## config.mk

```make
export PLATFORM = sky130hd
export DESIGN_NAME = clock_chip_cfg
export DESIGN_NICKNAME = d
export VERILOG_FILES = /design/src/rtl/clock_chip_cfg_pkg.sv /design/src/rtl/clock_chip_cfg_sync_bit.sv /design/src/rtl/clock_chip_cfg.sv
export SDC_FILE = /design/constraint.sdc
export NUM_CORES = 1
export LEC_CHECK = 0
export CAP_MARGIN = 20
export CELL_PAD_IN_SITES_DETAIL_PLACEMENT = 2
export CELL_PAD_IN_SITES_GLOBAL_PLACEMENT = 2
export CORE_MARGIN = 3
export CORE_UTILIZATION = 35
export DETAILED_ROUTE_END_ITERATION = 10
export HOLD_SLACK_MARGIN = 0.08
export PLACE_DENSITY = 0.77
export SLEW_MARGIN = 40
export SYNTH_ARGS = -nofsm -noshare
export SYNTH_HDL_FRONTEND = slang
export SYNTH_SLANG_ARGS = --single-unit
```

## constraint.sdc

```tcl
create_clock -name clk -period 2.35 [get_ports clk]
set_input_delay 0.47 -clock clk [delete_from_list [all_inputs] [get_ports clk]]
set_output_delay 0.47 -clock clk [all_outputs]
set_load 0.02 [all_outputs]
```

## src/rtl/clock_chip_cfg_pkg.sv

```systemverilog
// Shared definitions for the clock-synthesizer Microwire programmer.
// Sequencer states and serial word geometry.
package clock_chip_cfg_pkg;

  localparam int unsigned WORD_BITS = 32;
  localparam int unsigned BIT_CNT_W = $clog2(WORD_BITS);

  typedef enum logic [2:0] {
    ST_IDLE,
    ST_FETCH,
    ST_LOAD,
    ST_SHIFT,
    ST_LATCH,
    ST_GAP,
    ST_LOCKWAIT
  } state_t;

endpackage

```

## src/rtl/clock_chip_cfg_sync_bit.sv

```systemverilog
// Two-flop synchronizer for a single asynchronous level input.
// Both flops clear to 0 on reset.
module sync_bit (
  input  logic clk,
  input  logic nreset,
  input  logic d,
  output logic q
);

  logic meta;

  always_ff @(posedge clk or negedge nreset) begin
    if (!nreset) begin
      meta <= 1'b0;
      q    <= 1'b0;
    end else begin
      meta <= d;
      q    <= meta;
    end
  end

endmodule

```

## src/rtl/clock_chip_cfg.sv

```systemverilog
// Programs the board clock synthesizer over Microwire from a synchronous word table,
// then qualifies PLL lock on the synchronized lock-detect pin.
module clock_chip_cfg
  import clock_chip_cfg_pkg::*;
#(
  parameter int unsigned CLK_DIV     = 2,
  parameter int unsigned AW          = 4,
  parameter int unsigned LOCK_STABLE = 1024,
  parameter int unsigned LOCK_TMO    = 1000000
) (
  input  logic          clk,
  input  logic          nreset,
  input  logic          start,
  input  logic [AW:0]   num_words,
  output logic [AW-1:0] tbl_addr,
  input  logic [31:0]   tbl_data,
  output logic          clock_clk,
  output logic          clock_data,
  output logic          clock_le,
  input  logic          clock_ftest_ld,
  output logic          busy,
  output logic          done,
  output logic          locked,
  output logic          error
);

  localparam int unsigned HW = (CLK_DIV > 1) ? $clog2(CLK_DIV) : 1;
  localparam int unsigned IW = AW + 1;
  localparam int unsigned SW = $clog2(LOCK_STABLE + 1);
  localparam int unsigned TW = $clog2(LOCK_TMO + 1);

  state_t               state;
  logic [HW-1:0]        half_cnt;
  logic [BIT_CNT_W-1:0] bit_cnt;
  logic [WORD_BITS-1:0] shreg;
  logic [IW-1:0]        index;
  logic [IW-1:0]        words;
  logic [SW-1:0]        stable_cnt;
  logic [TW-1:0]        tmo_cnt;
  logic [SW-1:0]        stable_nxt;
  logic [TW-1:0]        tmo_nxt;
  logic                 ld_sync;
  logic                 half_end;

  sync_bit u_sync (
    .clk    (clk),
    .nreset (nreset),
    .d      (clock_ftest_ld),
    .q      (ld_sync)
  );

  always_comb begin
    half_end   = (half_cnt == HW'(CLK_DIV - 1));
    stable_nxt = ld_sync ? stable_cnt + SW'(1) : '0;
    tmo_nxt    = tmo_cnt + TW'(1);
  end

  always_ff @(posedge clk or negedge nreset) begin
    if (!nreset) begin
      state      <= ST_IDLE;
      half_cnt   <= '0;
      bit_cnt    <= '0;
      shreg      <= '0;
      index      <= '0;
      words      <= '0;
      stable_cnt <= '0;
      tmo_cnt    <= '0;
      tbl_addr   <= '0;
      clock_clk  <= 1'b0;
      clock_data <= 1'b0;
      clock_le   <= 1'b0;
      busy       <= 1'b0;
      done       <= 1'b0;
      locked     <= 1'b0;
      error      <= 1'b0;
    end else begin
      done <= 1'b0;
      unique case (state)
        ST_IDLE: begin
          if (start) begin
            busy       <= 1'b1;
            locked     <= 1'b0;
            error      <= 1'b0;
            index      <= '0;
            words      <= num_words;
            stable_cnt <= '0;
            tmo_cnt    <= '0;
            if (num_words == '0) begin
              state <= ST_LOCKWAIT;
            end else begin
              tbl_addr <= '0;
              state    <= ST_FETCH;
            end
          end else if (locked && !ld_sync) begin
            locked <= 1'b0;
          end
        end
        ST_FETCH: state <= ST_LOAD;
        ST_LOAD: begin
          // shreg keeps only the bits still to be sent, next one at the MSB
          clock_data <= tbl_data[WORD_BITS-1];
          shreg      <= {tbl_data[WORD_BITS-2:0], 1'b0};
          clock_clk  <= 1'b0;
          half_cnt   <= '0;
          bit_cnt    <= '0;
          state      <= ST_SHIFT;
        end
        ST_SHIFT: begin
          half_cnt <= half_end ? '0 : half_cnt + HW'(1);
          if (half_end) begin
            if (!clock_clk) begin
              clock_clk <= 1'b1;
            end else begin
              clock_clk <= 1'b0;
              if (bit_cnt == BIT_CNT_W'(WORD_BITS - 1)) begin
                clock_data <= 1'b0;
                clock_le   <= 1'b1;
                state      <= ST_LATCH;
              end else begin
                clock_data <= shreg[WORD_BITS-1];
                shreg      <= {shreg[WORD_BITS-2:0], 1'b0};
                bit_cnt    <= bit_cnt + BIT_CNT_W'(1);
              end
            end
          end
        end
        ST_LATCH: begin
          half_cnt <= half_end ? '0 : half_cnt + HW'(1);
          if (half_end) begin
            clock_le <= 1'b0;
            state    <= ST_GAP;
          end
        end
        ST_GAP: begin
          half_cnt <= half_end ? '0 : half_cnt + HW'(1);
          if (half_end) begin
            if (index + IW'(1) == words) begin
              stable_cnt <= '0;
              tmo_cnt    <= '0;
              state      <= ST_LOCKWAIT;
            end else begin
              index    <= index + IW'(1);
              tbl_addr <= index[AW-1:0] + AW'(1);
              state    <= ST_FETCH;
            end
          end
        end
        ST_LOCKWAIT: begin
          stable_cnt <= stable_nxt;
          tmo_cnt    <= tmo_nxt;
          // lock is tested first so a simultaneous timeout still reports lock
          if (stable_nxt == SW'(LOCK_STABLE)) begin
            locked <= 1'b1;
            done   <= 1'b1;
            busy   <= 1'b0;
            state  <= ST_IDLE;
          end else if (tmo_nxt == TW'(LOCK_TMO)) begin
            error <= 1'b1;
            done  <= 1'b1;
            busy  <= 1'b0;
            state <= ST_IDLE;
          end
        end
        default: state <= ST_IDLE;
      endcase
    end
  end

endmodule

```

==> impl_metrics.prom <==
# TYPE chip_impl_metric gauge
chip_impl_info{name="synth_flop_cell",value="sky130_fd_sc_hd__dfrtp_1"} 1
chip_impl_metric{name="slew_headroom",unit=""} 0.626
chip_impl_metric{name="dp_cells",unit=""} 829
chip_impl_metric{name="vias_per_cell",unit=""} 5.62
chip_impl_info{name="setup.worst_path.end_class",value="register"} 1
chip_impl_metric{name="drtIter0Drc",unit=""} 247
chip_impl_metric{name="finalClockSkew",unit="ns"} 0.00689
chip_impl_metric{name="overflow",unit=""} 0
chip_impl_metric{name="worst_pin_slew",unit="ns"} 0.560
chip_impl_metric{name="crit_path_max_incr_delay",unit="ns"} 0.46
chip_impl_metric{name="synth_enable_flop_cells",unit=""} 0
chip_impl_metric{name="intPower",unit="mW"} 3.37
chip_impl_metric{name="insertion_delay",unit="ns"} 0.35
chip_impl_metric{name="initial_core_util",unit=""} 0.358
chip_impl_metric{name="yosysUniqueCellTypes",unit=""} 63
chip_impl_metric{name="antenna_cells",unit=""} 0
chip_impl_metric{name="critical_path_buf_inv_count",unit=""} 1
chip_impl_metric{name="grt_pass1_wl",unit="mm"} 27.4
chip_impl_metric{name="dp_hpwl",unit="mm"} 11.3
chip_impl_metric{name="coreArea",unit="sq um"} 14600
chip_impl_metric{name="grt_overall_usage",unit=""} 0.203
chip_impl_metric{name="achievable-frequency",unit="MHz"} 423
chip_impl_info{name="worst_path_dominant_cell_family",value="simple AND/OR/NAND/NOR gates"} 1
chip_impl_info{name="unrepaired_setup_endpoints_after_global_routing",value="yes"} 1
chip_impl_metric{name="cellLeakagePower",unit="nW"} 2.74
chip_impl_metric{name="area_growth",unit="%"} 24.4
chip_impl_metric{name="arrival_time_of_data_at_the_critical_path_endpoint",unit="ns"} 2.63
chip_impl_metric{name="die_height",unit="microns"} 128
chip_impl_metric{name="synthesis.area",unit="sq um"} 5220
chip_impl_metric{name="power.density_cell_area",unit="nW/um^2"} 812
chip_impl_metric{name="totalNegativeSetupSlack",unit="ns"} -0.0128
chip_impl_metric{name="instances_no_fill",unit=""} 848
chip_impl_metric{name="cts.sinks",unit=""} 94
chip_impl_metric{name="finalWirelength",unit="mm"} 16.0
chip_impl_metric{name="clk_pin_slew",unit="ns"} 0.07
chip_impl_metric{name="final.period_utilization",unit=""} 1.01
chip_impl_metric{name="synthesis.nets",unit=""} 650
chip_impl_metric{name="1st_pass_router_iterations",unit=""} 4
chip_impl_metric{name="via_count_of_the_first_global_routing_pass",unit=""} 5206
chip_impl_metric{name="final_max_slew_viol_count",unit=""} 0
chip_impl_info{name="failed_checks",value="setup timing"} 1
chip_impl_info{name="cp-start-kind",value="register"} 1
chip_impl_metric{name="post_dp_cell_area",unit="sq um"} 6080
chip_impl_metric{name="final.setup.worst_slack",unit="ns"} -0.0128
chip_impl_info{name="outcome",value="complete, but fails checks"} 1
chip_impl_metric{name="setup_viol_count_final",unit=""} 1
chip_impl_metric{name="drt_drc_violations_left",unit=""} 0
chip_impl_metric{name="final_layout_size_suffix_gt1_frac",unit=""} 0.131
chip_impl_metric{name="buffer_ports.inserted",unit=""} 51
chip_impl_metric{name="htree_num_levels",unit=""} 3
chip_impl_metric{name="postSynthCellCount",unit=""} 603
chip_impl_metric{name="post_synth.cell_area_avg",unit="sq um"} 8.66
chip_impl_info{name="cts_root_buffer",value="sky130_fd_sc_hd__clkbuf_16"} 1
chip_impl_info{name="crit_slowest_cell",value="sky130_fd_sc_hd__or4b_1"} 1
chip_impl_metric{name="via_count",unit=""} 4767
chip_impl_metric{name="globalplace.congestion",unit=""} 0.809
chip_impl_metric{name="synth.yosys.seq_area_share",unit=""} 0.451
chip_impl_metric{name="clockBufferDepth",unit=""} 2
chip_impl_metric{name="timing.critical_path.fanout_max",unit=""} 5
chip_impl_metric{name="maxCapViolations",unit=""} 0
chip_impl_info{name="hold_class",value="register to register"} 1
chip_impl_metric{name="combinationalPowerShare",unit=""} 0.314
chip_impl_metric{name="final-hold-violation-count",unit=""} 0
chip_impl_metric{name="synth-seq-cells",unit=""} 94
chip_impl_metric{name="final.fill_count",unit=""} 1570
chip_impl_metric{name="detail_route.wl_per_cell",unit="microns"} 18.9
chip_impl_metric{name="utilization",unit=""} 0.445
chip_impl_metric{name="async_flop_share",unit=""} 1.00
chip_impl_metric{name="rows",unit=""} 44
chip_impl_metric{name="detail-route-antenna-nets",unit=""} 0
chip_impl_metric{name="synth_warnings",unit=""} 0
chip_impl_metric{name="net_switching_power_figure",unit="mW"} 1.90
chip_impl_metric{name="grt_start_max_net_pins",unit=""} 39
chip_impl_metric{name="power_switching_share",unit=""} 0.361
chip_impl_metric{name="final_design_area_no_fill",unit="sq um"} 6500
chip_impl_info{name="worstPathCellList",value="ha_4, nand4_1, nor3_2, buf_4, mux2i_4, a21boi_1, or4b_1, a21oi_1"} 1
chip_impl_metric{name="fp.dieArea",unit="sq um"} 16400
chip_impl_metric{name="floorplan.io_pins",unit=""} 52
chip_impl_metric{name="initial_antenna_violation_count",unit=""} 0
chip_impl_info{name="tritoncts",value="yes"} 1
chip_impl_metric{name="clkPwrFrac",unit=""} 0.263
chip_impl_info{name="criticalPathCategory",value="register to register"} 1
chip_impl_metric{name="timing.final.crit_period",unit="ns"} 2.36
chip_impl_metric{name="die_w",unit="microns"} 128
chip_impl_metric{name="pwr-share-seq",unit=""} 0.423
chip_impl_metric{name="numCtsBuffers",unit=""} 9
chip_impl_metric{name="critical_path_required",unit="ns"} 2.62
chip_impl_metric{name="peakVddDrop",unit="mV"} 0.358
chip_impl_metric{name="nets",unit=""} 706
[cells in the mapped netlist, types with 6 or more instances]
library cell               count  area [sq um]
sky130_fd_sc_hd__a31oi_1      38           238
sky130_fd_sc_hd__o21ai_0      10          50.1
sky130_fd_sc_hd__nor3_1       14          70.1
sky130_fd_sc_hd__xor2_1       10          87.6
sky130_fd_sc_hd__nand2_1      94           353
sky130_fd_sc_hd__a21oi_1      17          85.1
sky130_fd_sc_hd__nand2b_1      6          37.5
sky130_fd_sc_hd__mux2_2        6          67.6
sky130_fd_sc_hd__nand3_1      20           100
sky130_fd_sc_hd__nor2_1       66           248
sky130_fd_sc_hd__nand4_1      11          68.8
sky130_fd_sc_hd__xnor2_1       8          70.1
sky130_fd_sc_hd__clkbuf_1     35           131
sky130_fd_sc_hd__dfrtp_1      94          2350
sky130_fd_sc_hd__o31ai_1       9          67.6
sky130_fd_sc_hd__inv_1         8          30.0
sky130_fd_sc_hd__o21ai_1      43           215
sky130_fd_sc_hd__o41ai_1       7          61.3
sky130_fd_sc_hd__ha_1          6          75.1
sky130_fd_sc_hd__and3_1       13          81.3
sky130_fd_sc_hd__a22o_1        9          78.8
sky130_fd_sc_hd__nor4_1        7          43.8
[metrics by stage]
step                setup WS, ns  power (mW)  hold slack, ns
floorplan                  0.208        3.31           0.174
global route              -0.159        5.69           0.363
detailed placement        -0.108        3.92           0.337
CTS                       0.0167        5.36           0.362
finish                   -0.0128        5.27           0.361
global placement          0.0302        3.79           0.346
[worst paths after layout]
kind / from / end / slack [ns] / cells past startpoint
worst max-delay path: tmo_cnt[1] / done / -0.01 / 8
min in group asynchronous: nreset / stable_cnt[3] / 0.58 / 2
worst min register to register: u_sync.meta / u_sync.q / 0.36 / 0
max in group asynchronous: nreset / words[4] / 1.17 / 3
worst max register to register: tmo_cnt[1] / done / -0.01 / 8
worst min-delay path: u_sync.meta / u_sync.q / 0.36 / 0
[power by group through the flow]
stage	logic (mW)	registers [mW]	clock network (mW)
detailed placement	1.66	2.26	0
CTS	1.69	2.23	1.44
global route	1.90	2.28	1.50
finish	1.66	2.23	1.39
global placement	1.56	2.23	0
floorplan	1.13	2.17	0
[timing repair]
action	in CTS	in global routing
endpoints found under the hold margin	22	0
buffers inserted	0	2
pin swaps	0	5
setup endpoints to repair	38	43
hold buffers	1	0
gates resized for setup	3	20
[state kept, by name (all words and copies together), names as in the netlist]
signal and flops:
shreg 31, tmo_cnt 20, stable_cnt 11, bit_cnt 5, index 5, words 5
tbl_addr 4, state 3, busy 1, clock_clk 1, clock_data 1, clock_le 1
done 1, error 1, half_cnt 1, locked 1, u_sync.meta 1, u_sync.q 1
[metal layers]
metal  vias to the layer above  track usage  share of wire
li1                       2283            -              -
met1                      2424        0.261           0.46
met2                        48        0.360           0.51
met3                        12       0.0317          0.019
met4                         0       0.0437         0.0093
met5                         -            0              0
[kinds of logic after synthesis]
kind of cell,count (synthesis),synth area share
AO/OA/AOI/OAI,162,0.200
XOR/XNOR,19,0.0347
adder cells (fa/ha/maj),6,0.0144
buffers and inverters,52,0.0415
flip-flops,94,0.451
multiplexers,10,0.0206
AND/OR/NAND/NOR,260,0.239
[cell usage in the layout, fill, tap and decap left out, types with 3 or more instances in the layout]
| master | instances |
|---|---|
| sky130_fd_sc_hd__mux2_2 | 6 |
| sky130_fd_sc_hd__nor2b_1 | 5 |
| sky130_fd_sc_hd__nand4_1 | 11 |
| sky130_fd_sc_hd__o21a_1 | 4 |
| sky130_fd_sc_hd__nor3_1 | 11 |
| sky130_fd_sc_hd__buf_4 | 35 |
| sky130_fd_sc_hd__clkbuf_16 | 9 |
| sky130_fd_sc_hd__o21ai_0 | 10 |
| sky130_fd_sc_hd__nor3_2 | 4 |
| sky130_fd_sc_hd__dfrtp_2 | 3 |
| sky130_fd_sc_hd__nand2b_1 | 6 |
| sky130_fd_sc_hd__nand2_1 | 94 |
| sky130_fd_sc_hd__a31oi_1 | 38 |
| sky130_fd_sc_hd__xnor2_1 | 7 |
| sky130_fd_sc_hd__clkdlybuf4s50_1 | 50 |
| sky130_fd_sc_hd__a22o_1 | 9 |
| sky130_fd_sc_hd__and3_1 | 13 |
| sky130_fd_sc_hd__o21ai_1 | 43 |
| sky130_fd_sc_hd__a21oi_1 | 15 |
| sky130_fd_sc_hd__mux2i_1 | 3 |
| sky130_fd_sc_hd__o31ai_1 | 9 |
| sky130_fd_sc_hd__nand3_2 | 3 |
| sky130_fd_sc_hd__xor2_1 | 9 |
| sky130_fd_sc_hd__inv_1 | 8 |
| sky130_fd_sc_hd__nor2_1 | 65 |
| sky130_fd_sc_hd__nor4_1 | 5 |
| sky130_fd_sc_hd__a21o_1 | 4 |
| sky130_fd_sc_hd__o41ai_1 | 6 |
| sky130_fd_sc_hd__nor3b_1 | 3 |
| sky130_fd_sc_hd__ha_1 | 4 |
| sky130_fd_sc_hd__dfrtp_1 | 91 |
| sky130_fd_sc_hd__nand3_1 | 19 |
| sky130_fd_sc_hd__and2_1 | 3 |
| sky130_fd_sc_hd__clkinv_2 | 3 |
[cell type report]
type	count	area, sq um	share of cell area
clock buffer	11	243	0.0374
clock inverter	5	32.5	0.00501
inverter	9	33.8	0.00520
multi-input combinational	457	2790	0.429
sequential	94	2360	0.363
tap	184	230	0.0354
timing repair buffer	88	813	0.125
Power figures use the tool's default switching activity.
